===== config.mk =====
export PLATFORM = sky130hd
export DESIGN_NAME = register_alu_integration
export DESIGN_NICKNAME = d
export VERILOG_FILES = /design/src/rtl/rv32i_pkg.sv /design/src/rtl/register_file.sv /design/src/rtl/register_alu_integration.sv
export SDC_FILE = /design/constraint.sdc
export NUM_CORES = 2
export LEC_CHECK = 0
export CORE_MARGIN = 5
export CORE_UTILIZATION = 35
export DETAILED_ROUTE_END_ITERATION = 10
export GPL_ROUTABILITY_DRIVEN = 1
export SKIP_CTS_REPAIR_TIMING = 1
export SYNTH_ARGS = -nofsm -noshare
export SYNTH_HDL_FRONTEND = slang
export SYNTH_HIERARCHICAL = 1
export SYNTH_SLANG_ARGS = --single-unit

===== constraint.sdc =====
create_clock -name clk -period 14.5 [get_ports clk]
set_clock_uncertainty 0.05 [all_clocks]
set_input_delay 3.625 -clock clk [delete_from_list [all_inputs] [get_ports clk]]
set_output_delay 3.625 -clock clk [all_outputs]
set_load 0.01 [all_outputs]

===== src/rtl/rv32i_pkg.sv =====
// Shared RV32I datapath definitions: major opcodes, funct3/funct7 codes, ALU helper.
// Latency: n/a (constants and a pure function only).
// Backpressure: n/a.
package rv32i_pkg;

  localparam int XLEN = 32;

  // Major opcodes
  localparam logic [6:0] OP_R      = 7'b0110011;
  localparam logic [6:0] OP_I      = 7'b0010011;
  localparam logic [6:0] OP_BRANCH = 7'b1100011;
  localparam logic [6:0] OP_LOAD   = 7'b0000011;
  localparam logic [6:0] OP_STORE  = 7'b0100011;

  // ALU funct3 codes (shared by R-type and I-type)
  localparam logic [2:0] F3_ADD  = 3'b000;
  localparam logic [2:0] F3_SLL  = 3'b001;
  localparam logic [2:0] F3_SLT  = 3'b010;
  localparam logic [2:0] F3_SLTU = 3'b011;
  localparam logic [2:0] F3_XOR  = 3'b100;
  localparam logic [2:0] F3_SR   = 3'b101;
  localparam logic [2:0] F3_OR   = 3'b110;
  localparam logic [2:0] F3_AND  = 3'b111;

  // Branch-condition funct3 codes
  localparam logic [2:0] F3_BEQ  = 3'b000;
  localparam logic [2:0] F3_BNE  = 3'b001;
  localparam logic [2:0] F3_BLT  = 3'b100;
  localparam logic [2:0] F3_BGE  = 3'b101;
  localparam logic [2:0] F3_BLTU = 3'b110;
  localparam logic [2:0] F3_BGEU = 3'b111;

  // funct7 value selecting SUB / SRA / SRAI
  localparam logic [6:0] FUNCT7_ALT = 7'b0100000;

  // Bundled outputs of the datapath slice
  typedef struct packed {
    logic [XLEN-1:0] result;
    logic            branch;
    logic [XLEN-1:0] read_address;
    logic [XLEN-1:0] write_address;
  } alu_out_t;

  // Arithmetic/logic op selected by funct3. 'alt' picks SUB for funct3=000
  // and arithmetic right shift for funct3=101; the caller decides when alt
  // is legal (I-type never subtracts).
  function automatic logic [XLEN-1:0] alu_calc(
    input logic [2:0]      f3,
    input logic            alt,
    input logic [XLEN-1:0] a,
    input logic [XLEN-1:0] b
  );
    logic [4:0] shamt;
    shamt = b[4:0];
    case (f3)
      F3_ADD:  alu_calc = alt ? (a - b) : (a + b);
      F3_SLL:  alu_calc = a << shamt;
      F3_SLT:  alu_calc = {31'b0, ($signed(a) < $signed(b))};
      F3_SLTU: alu_calc = {31'b0, (a < b)};
      F3_XOR:  alu_calc = a ^ b;
      F3_SR:   alu_calc = alt ? $unsigned($signed(a) >>> shamt) : (a >> shamt);
      F3_OR:   alu_calc = a | b;
      default: alu_calc = a & b;
    endcase
  endfunction

endpackage


===== src/rtl/register_file.sv =====
// 32x32 register file: one write port, two combinational read ports, x0 hardwired to zero.
// Latency: reads 0 cycles; a write becomes visible right after the clock edge (no bypass).
// Backpressure: none; a write is accepted every cycle it is strobed.
//
// Ports:
//   clk, rst        rising-edge clock, asynchronous active-low clear of all registers
//   we, wa, wd      write strobe, destination index, write data
//   ra1/rd1, ra2/rd2  read index / read data for the two read ports
module register_file
  import rv32i_pkg::*;
(
  input  logic            clk,
  input  logic            rst,
  input  logic            we,
  input  logic [4:0]      wa,
  input  logic [XLEN-1:0] wd,
  input  logic [4:0]      ra1,
  input  logic [4:0]      ra2,
  output logic [XLEN-1:0] rd1,
  output logic [XLEN-1:0] rd2
);

  logic [XLEN-1:0] regs_q [32];
  logic [XLEN-1:0] regs_d [32];

  always_comb begin
    regs_d = regs_q;
    // x0 is never written so it stays at its reset value of zero
    if (we && (wa != 5'd0)) begin
      regs_d[wa] = wd;
    end
  end

  always_ff @(posedge clk or negedge rst) begin
    if (!rst) begin
      for (int i = 0; i < 32; i++) begin
        regs_q[i] <= '0;
      end
    end else begin
      regs_q <= regs_d;
    end
  end

  assign rd1 = (ra1 == 5'd0) ? '0 : regs_q[ra1];
  assign rd2 = (ra2 == 5'd0) ? '0 : regs_q[ra2];

endmodule


===== src/rtl/register_alu_integration.sv =====
// RV32I integer slice: register file feeding a combinational ALU, branch comparator and load/store address generator.
// Latency: all outputs combinational (0 cycles) from inputs and register state; writes land on the rising edge.
// Backpressure: none; one operation evaluated continuously, one write per cycle.
//
// Ports:
//   clk, rst                     clock and asynchronous active-low reset
//   write_data, rd, writeEnable  writeback port
//   rs1, rs2                     source register indices -> register1, register2
//   ALU_source, immediate        operand B select (1 = immediate) and sign-extended immediate
//   opcode, funct3, funct7       decoded operation
//   result, branch               ALU result and branch-taken flag
//   read_address, write_address  data-memory load / store address
module register_alu_integration
  import rv32i_pkg::*;
(
  input  logic            clk,
  input  logic            rst,
  input  logic [XLEN-1:0] write_data,
  input  logic [4:0]      rd,
  input  logic [4:0]      rs1,
  input  logic [4:0]      rs2,
  input  logic            writeEnable,
  input  logic            ALU_source,
  input  logic [6:0]      opcode,
  input  logic [6:0]      funct7,
  input  logic [2:0]      funct3,
  input  logic [XLEN-1:0] immediate,
  output logic [XLEN-1:0] read_address,
  output logic [XLEN-1:0] write_address,
  output logic [XLEN-1:0] result,
  output logic            branch,
  output logic [XLEN-1:0] register1,
  output logic [XLEN-1:0] register2
);

  logic [XLEN-1:0] operand_b;
  logic [XLEN-1:0] mem_addr;
  logic            f7_alt;
  alu_out_t        dp;

  register_file u_register_file (
    .clk (clk),
    .rst (rst),
    .we  (writeEnable),
    .wa  (rd),
    .wd  (write_data),
    .ra1 (rs1),
    .ra2 (rs2),
    .rd1 (register1),
    .rd2 (register2)
  );

  assign operand_b = ALU_source ? immediate : register2;
  assign mem_addr  = register1 + immediate;
  assign f7_alt    = (funct7 == FUNCT7_ALT);

  always_comb begin
    dp = '0;
    case (opcode)
      OP_R: begin
        dp.result = alu_calc(funct3, f7_alt, register1, operand_b);
      end
      OP_I: begin
        // funct7 only matters for the right shift; there is no SUBI
        dp.result = alu_calc(funct3, f7_alt && (funct3 == F3_SR), register1, operand_b);
      end
      OP_BRANCH: begin
        // Branches always compare the two registers, whatever ALU_source says
        dp.result = register1 - register2;
        case (funct3)
          F3_BEQ:  dp.branch = (register1 == register2);
          F3_BNE:  dp.branch = (register1 != register2);
          F3_BLT:  dp.branch = ($signed(register1) <  $signed(register2));
          F3_BGE:  dp.branch = ($signed(register1) >= $signed(register2));
          F3_BLTU: dp.branch = (register1 <  register2);
          F3_BGEU: dp.branch = (register1 >= register2);
          default: dp.branch = 1'b0;
        endcase
      end
      OP_LOAD: begin
        dp.result       = mem_addr;
        dp.read_address = mem_addr;
      end
      OP_STORE: begin
        dp.result        = mem_addr;
        dp.write_address = mem_addr;
      end
      default: dp = '0;
    endcase
  end

  assign result        = dp.result;
  assign branch        = dp.branch;
  assign read_address  = dp.read_address;
  assign write_address = dp.write_address;

endmodule


### After elaboration in Yosys (flattened, before gate mapping)

Index checks and enable logic that the tools add are counted.

* $add $sub $neg: 4
* mux-type cells: 23
* divide/modulo/power cells: 0
* reductions and logical operators: 8
* bitwise gates (word level): 6
* multipliers: 0
* shift-type cells: 3
* equal/unequal tests: 15
* $lt $le $gt $ge: 10

Operators with widths (number)
* $bwmux 1024: 1
* $mux 32: 14
* $pmux 32 s7: 2
* $bmux 32 s5: 2
* $demux 32 s5: 1
* $lt 32x32->1: 4
* $pmux 32 s4: 1
* $add 32x32->32: 2
* $ge 32x32->1: 2
* $sub 32x32->32: 2
* $and 32x32->32: 1
* $eq 32x32->1: 1
* $ne 32x32->1: 1
* $or 32x32->32: 1
* $shl 32x5->32: 1
* $shr 32x5->32: 1
* $sshr 32x5->32: 1
* $xor 32x32->32: 1
* $eq 7x6->1 const B: 3
* $ge 6x6->1 const B: 3
* $not 5->6: 3
* $eq 3x3->1 const B: 4
* $logic_not 5->1: 2
* $eq 7x2->1 const B: 1
* 11 further kinds: 14

* input bits: 100
* output and inout bits: 161
* register bits after elaboration: 1024
* logic and storage cells: 101
* memory bits (read-only): 0
* RAM bits: 0
* bits in latches: 0
* memories kept: 0

### Longest topological paths before layout

* depth after elaboration: 10
* depth in mapped cells: 27
* gate-level depth less buffers: 19

### Hierarchy

Netlist, hierarchy kept.

Modules (own cells, without submodules)
* register_file: area each 54394.7 um^2, instances 1, cells an instance 3667, seq. area each 25624.6 um^2
* register_alu_integration: area each 13997.2 um^2, instances 1, cells an instance 2122, seq. area each 0.0 um^2

### Least setup slack after synthesis

No wires, ideal clock.

* path kind: input-to-output
* from: in rs2[1]
* to: out result[30]
* path buffers: 8
* setup slack: 1670 ps
* arrival time: 9155 ps
* data required time: 10825 ps
* stages on the path: 27
* cells stage by stage: buf_2 buf_4 buf_2 and2_1 clkbuf_1 buf_2 a22oi_1 a21oi_1 nor4_1 mux2i_4 inv_4 buf_2 buf_2 buf_2 ha_1 inv_1 fa_1 nor2b_1 o21ai_0 a311oi_1 o21bai_1 a211o_1 nand2_1 o31ai_1 o31ai_1 xnor2_1 a211o_1

* cells in the longest elaborated chain, start to end: 10
* elaborated cells on any way between the ends: 23
* classes of those cells: 3 x add/sub; 3 x shift; 12 x mux; 4 x bitwise; 1 x reduce/logical

RTL lines
* start, declared: line register_alu_integration.sv:21 `input logic [4:0] rs2,`
* $not 5->6 (not written as such): line register_file.sv:45 `assign rd2 = (ra2 == 5'd0) ? '0 : regs_q[ra2];`
* $bmux 32 s5: line register_file.sv:45
* $mux 32 (not written as such) (2 in series): line register_file.sv:45
* $mux 32 *: line register_file.sv:45
* via register2[0]: line register_alu_integration.sv:33 `output logic [XLEN-1:0] register2`
* $mux 32: line register_alu_integration.sv:53 `assign operand_b = ALU_source ? immediate : register2;`
* $add 32x32->32 (tied with other cells): line rv32i_pkg.sv:56 `F3_ADD: alu_calc = alt ? (a - b) : (a + b);`
* $mux 32 (on tied branches): line rv32i_pkg.sv:56, rv32i_pkg.sv:61
* $pmux 32 s7: line rv32i_pkg.sv:55 `case (f3)`
* $pmux 32 s4 *: line register_alu_integration.sv:59 `case (opcode)`
* end, declared: line register_alu_integration.sv:30 `output logic [XLEN-1:0] result,`

The timed path passes the listed nets; every way through them passes the cells marked *. The select of a mux whose other input is x is not followed.

### Final worst setup path

* from: in rs1[3]
* to: out branch

* cells in the longest elaborated chain, start to end: 8
* elaborated cells on any way between the ends: 14
* classes of those cells: 4 x order compare; 2 x eq/ne; 6 x mux; 1 x bitwise; 1 x reduce/logical

RTL lines
* start, declared: line register_alu_integration.sv:20 `input logic [4:0] rs1,`
* $not 5->6 (not written as such): line register_file.sv:44 `assign rd1 = (ra1 == 5'd0) ? '0 : regs_q[ra1];`
* $bmux 32 s5: line register_file.sv:44
* $mux 32 (not written as such) (2 in series): line register_file.sv:44
* $mux 32 *: line register_file.sv:44
* $ge 32x32->1 (tied with other cells): line register_alu_integration.sv:76 `F3_BGEU: dp.branch = (register1 >= register2);`
* $pmux 1 s6 *: line register_alu_integration.sv:70 `case (funct3)`
* $mux 1 *: line register_alu_integration.sv:59
* end, declared: line register_alu_integration.sv:31 `output logic branch,`

Mark *: on every way between the ends. The rest lies on a longest branch, timed or not. The select of a mux whose other input is x is not followed.

==> impl_metrics.json <==
{
  "cts_buffers": 105,
  "drc": 0,
  "leakage_uw": 0.0333,
  "cts-root-buf": "clkbuf_16",
  "final_antenna_net_count": 0,
  "wl_per_cell_microns": 31.9,
  "die_area_sq_um": 204000,
  "fin_crit_sh_pct": 98.4,
  "grt_max_degree": 185,
  "clk_path_buf_depth": 3,
  "report.final.slew_viol_count": 0,
  "async_flop_share_pct": 100,
  "min_to": "u_register_file/regs_q[1005]",
  "drt-total-wl_mm": 271,
  "grt_use_total_pct": 25.8,
  "clock_sinks": 1024,
  "end_kind": "primary output",
  "yosysWarnings": 6,
  "worstSetupPathType": "primary input to primary output",
  "drive_above_1_share_pct": 33.7,
  "power_density_nw_per_um2": 127,
  "timing.final.crit_period_ps": 14270,
  "regMostFlops": "u_register_file/regs_q",
  "worstPathRequired_ps": 10820,
  "start_kind": "primary input",
  "r2r_start": "u_register_file/regs_q[911]",
  "final-seq-area_sq_um": 25600,
  "min-delay-start": "u_register_file/regs_q[1005]",
  "largest_reg_flops": 1024,
  "synth.top_cells.by_area": "dfrtp_1 (37%), mux2_2 (17%), mux4_2 (14%)",
  "tns_ps": 0,
  "reg_top3": "u_register_file/regs_q: 1024 flops",
  "synth_xor_xnor_area_share_pct": 1.33,
  "cts_tree": "yes",
  "report.final.hold_viol_count": 0,
  "filler_cell_count": 18500,
  "grt_pass1_vias": 53300,
  "ys_types": 86,
  "initial_core_util_pct": 35.1,
  "setup_violations": 0,
  "dr.pass1.iters": 7,
  "synthCells": 5789,
  "clk_pin_slew_worst_paths_ps": 70,
  "worst_pin_slew_ps": 1220,
  "portBuffers": 260,
  "synth_top_family_by_area": "multiplexers",
  "cp.arrival_ps": 10590,
  "die_width_microns": 452,
  "grt_first_pass_wirelength_mm": 390,
  "antenna_found_initial": 11,
  "syn_area_sq_um": 68400,
  "ys_seq_area_share_pct": 37.5,
  "dp_hpwl_mm": 186,
  "max_cap_violations": 0,
  "grt_overflow": 0,
  "r2r_setup_slack_ps": 13620,
  "clk_latency_ps": 710,
  "slew_headroom_pct": 18.0,
  "rr_worst_depth": 1,
  "status": "complete, no violations",
  "ys_ff_latch": 1024,
  "hold_depth": 0,
  "dr.first_iter.drc_count": 5217,
  "fmax_mhz": 70.1,
  "synth_top_area_share_pct": 37.5,
  "area_growth_pct": 13.8,
  "r2r-end": "u_register_file/regs_q[911]",
  "die_h_microns": 452,
  "dp.cells": 8279,
  "h-tree-depth": 3,
  "yosys.area_share.simple_pct": 5.93,
  "coreArea_sq_um": 195000,
  "synth_top_area_cell": "dfrtp_1",
  "synth_compound_area_share_pct": 10.9,
  "fin_cells": 8481,
  "syn_nets": 6080,
  "ys.flop_type": "dfrtp_1",
  "num_vias": 53100,
  "synth-edff-count": 0,
  "synth.avg_cell_area_sq_um": 11.8,
  "synth_fa_ha_area_share_pct": 3.54,
  "num_io_pins": 261,
  "row_count": 162,
  "peakVddDrop_mv": 0.0913,
  "gp_congestion": 1.02,
  "multi_input_area_sq_um": 40200,
  "drt-vias-per-instance": 6.26,
  "muxShareOfSynthArea_pct": 36.4,
  "path_max_fanout": 33,
  "rsz0062_at_grt": "no",
  "hp-class": "flip-flop to flip-flop",
  "nets": 6137
}
## stage by stage
stage	power [uW]	utilization [%]	hold slack, ps	area (sq um)	worst slack, ps
6_report	9860	40.0	350	77800	232
5_1_grt	10300	40.0	361	77800	79.2
4_1_cts	9850	40.0	349	77800	3.06
3_5_place_dp	7090	38.2	334	74300	43.1
3_3_place_gp	7040	38.2	331	74300	20.2
2_1_floorplan	5910	-	391	68400	1670
## worst max-delay path, cell delays in order
cell,delay (ps)
clkdlybuf4s50_1,620
buf_4,330
and2_4,660
buf_4,340
buf_4,290
a22o_1,210
a211oi_1,80
nor3_2,600
buf_4,300
ha_1,240
nand3_1,390
or4_1,720
or3_1,460
nand2b_1,200
a21oi_1,170
o21ai_0,90
a311o_1,290
a21oi_1,330
clkdlybuf4s50_1,620
## how the worst max path moves through the flow
stage / from / endpoint / slack (ps) / depth (start not counted)
after detailed placement: rs1[3] / result[31] / 40 / 20
after CTS: rs1[3] / result[31] / 3 / 20
final: rs1[3] / branch / 230 / 19
after global placement: rs1[3] / result[31] / 20 / 20
after global routing: rs1[3] / result[31] / 80 / 22
after floorplan: rs2[1] / result[30] / 1670 / 27
## layout make-up
| class | count | area share [%] |
|---|---|---|
| antenna | 8 | 0.0257 |
| multi-input combinational | 4062 | 51.7 |
| timing repair buffer | 513 | 6.16 |
| sequential | 1024 | 32.9 |
| clock buffer | 159 | 4.04 |
| clock inverter | 33 | 0.420 |
| inverter | 140 | 0.682 |
| tap | 2542 | 4.09 |
## power breakdown
part | internal (uW) | switching, uW | total, uW
sequential | 3400 | 420 | 3820
combinational | 1560 | 1740 | 3300
clock | 1560 | 1180 | 2740
total | 6530 | 3340 | 9860
## synth_stat cells, types with 134 or more instances
cell	instances
ha_1	187
nor2_1	214
dfrtp_1	1024
mux2i_1	360
o21ai_0	166
mux2_2	1031
buf_2	138
inv_1	134
nand2_1	242
a21oi_1	234
mux4_2	425
clkbuf_1	315
## layer usage
layer / routed length, microns / track usage, % / up-vias
met1: 105000 / 32.4 / 27600
met5: 66 / 0 / -
li1: - / - / 22100
met4: 18200 / 14.6 / 10
met2: 126000 / 41.5 / 2652
met3: 21500 / 5.20 / 688
## kinds of logic after synthesis
family                   Yosys count
multiplexers                    1825
AO/OA/AOI/OAI                   1095
flip-flops                      1024
AND/OR/NAND/NOR                  847
buffers and inverters            703
adder cells (fa/ha/maj)          191
XOR/XNOR                         104
## cell usage in the layout (no fill, tap or decap), drive strengths merged, types with 29 or more instances in the layout
| cell type | synthesis | layout |
|---|---|---|
| o221ai | 42 | 42 |
| a2111oi | 32 | 32 |
| o21a | 50 | 50 |
| nor2 | 214 | 214 |
| o21ai | 171 | 171 |
| and3 | 32 | 32 |
| inv | 138 | 140 |
| a21o | 67 | 67 |
| clkdlybuf4s50 | 0 | 249 |
| and2 | 37 | 37 |
| nor3 | 97 | 97 |
| nor2b | 64 | 64 |
| a21oi | 234 | 234 |
| xnor2 | 66 | 66 |
| o22ai | 58 | 58 |
| nand2 | 242 | 242 |
| o211ai | 38 | 38 |
| xor2 | 38 | 38 |
| clkbuf | 317 | 159 |
| a22o | 56 | 56 |
| dfrtp | 1024 | 1024 |
| a22oi | 78 | 78 |
| buf | 246 | 264 |
| mux2i | 362 | 362 |
| ha | 187 | 187 |
| mux2 | 1038 | 1038 |
| mux4 | 425 | 425 |
| a211oi | 96 | 96 |
| nor4 | 29 | 29 |
| a31oi | 35 | 35 |
| nand3 | 43 | 43 |
(Power assumes the default switching activity.)
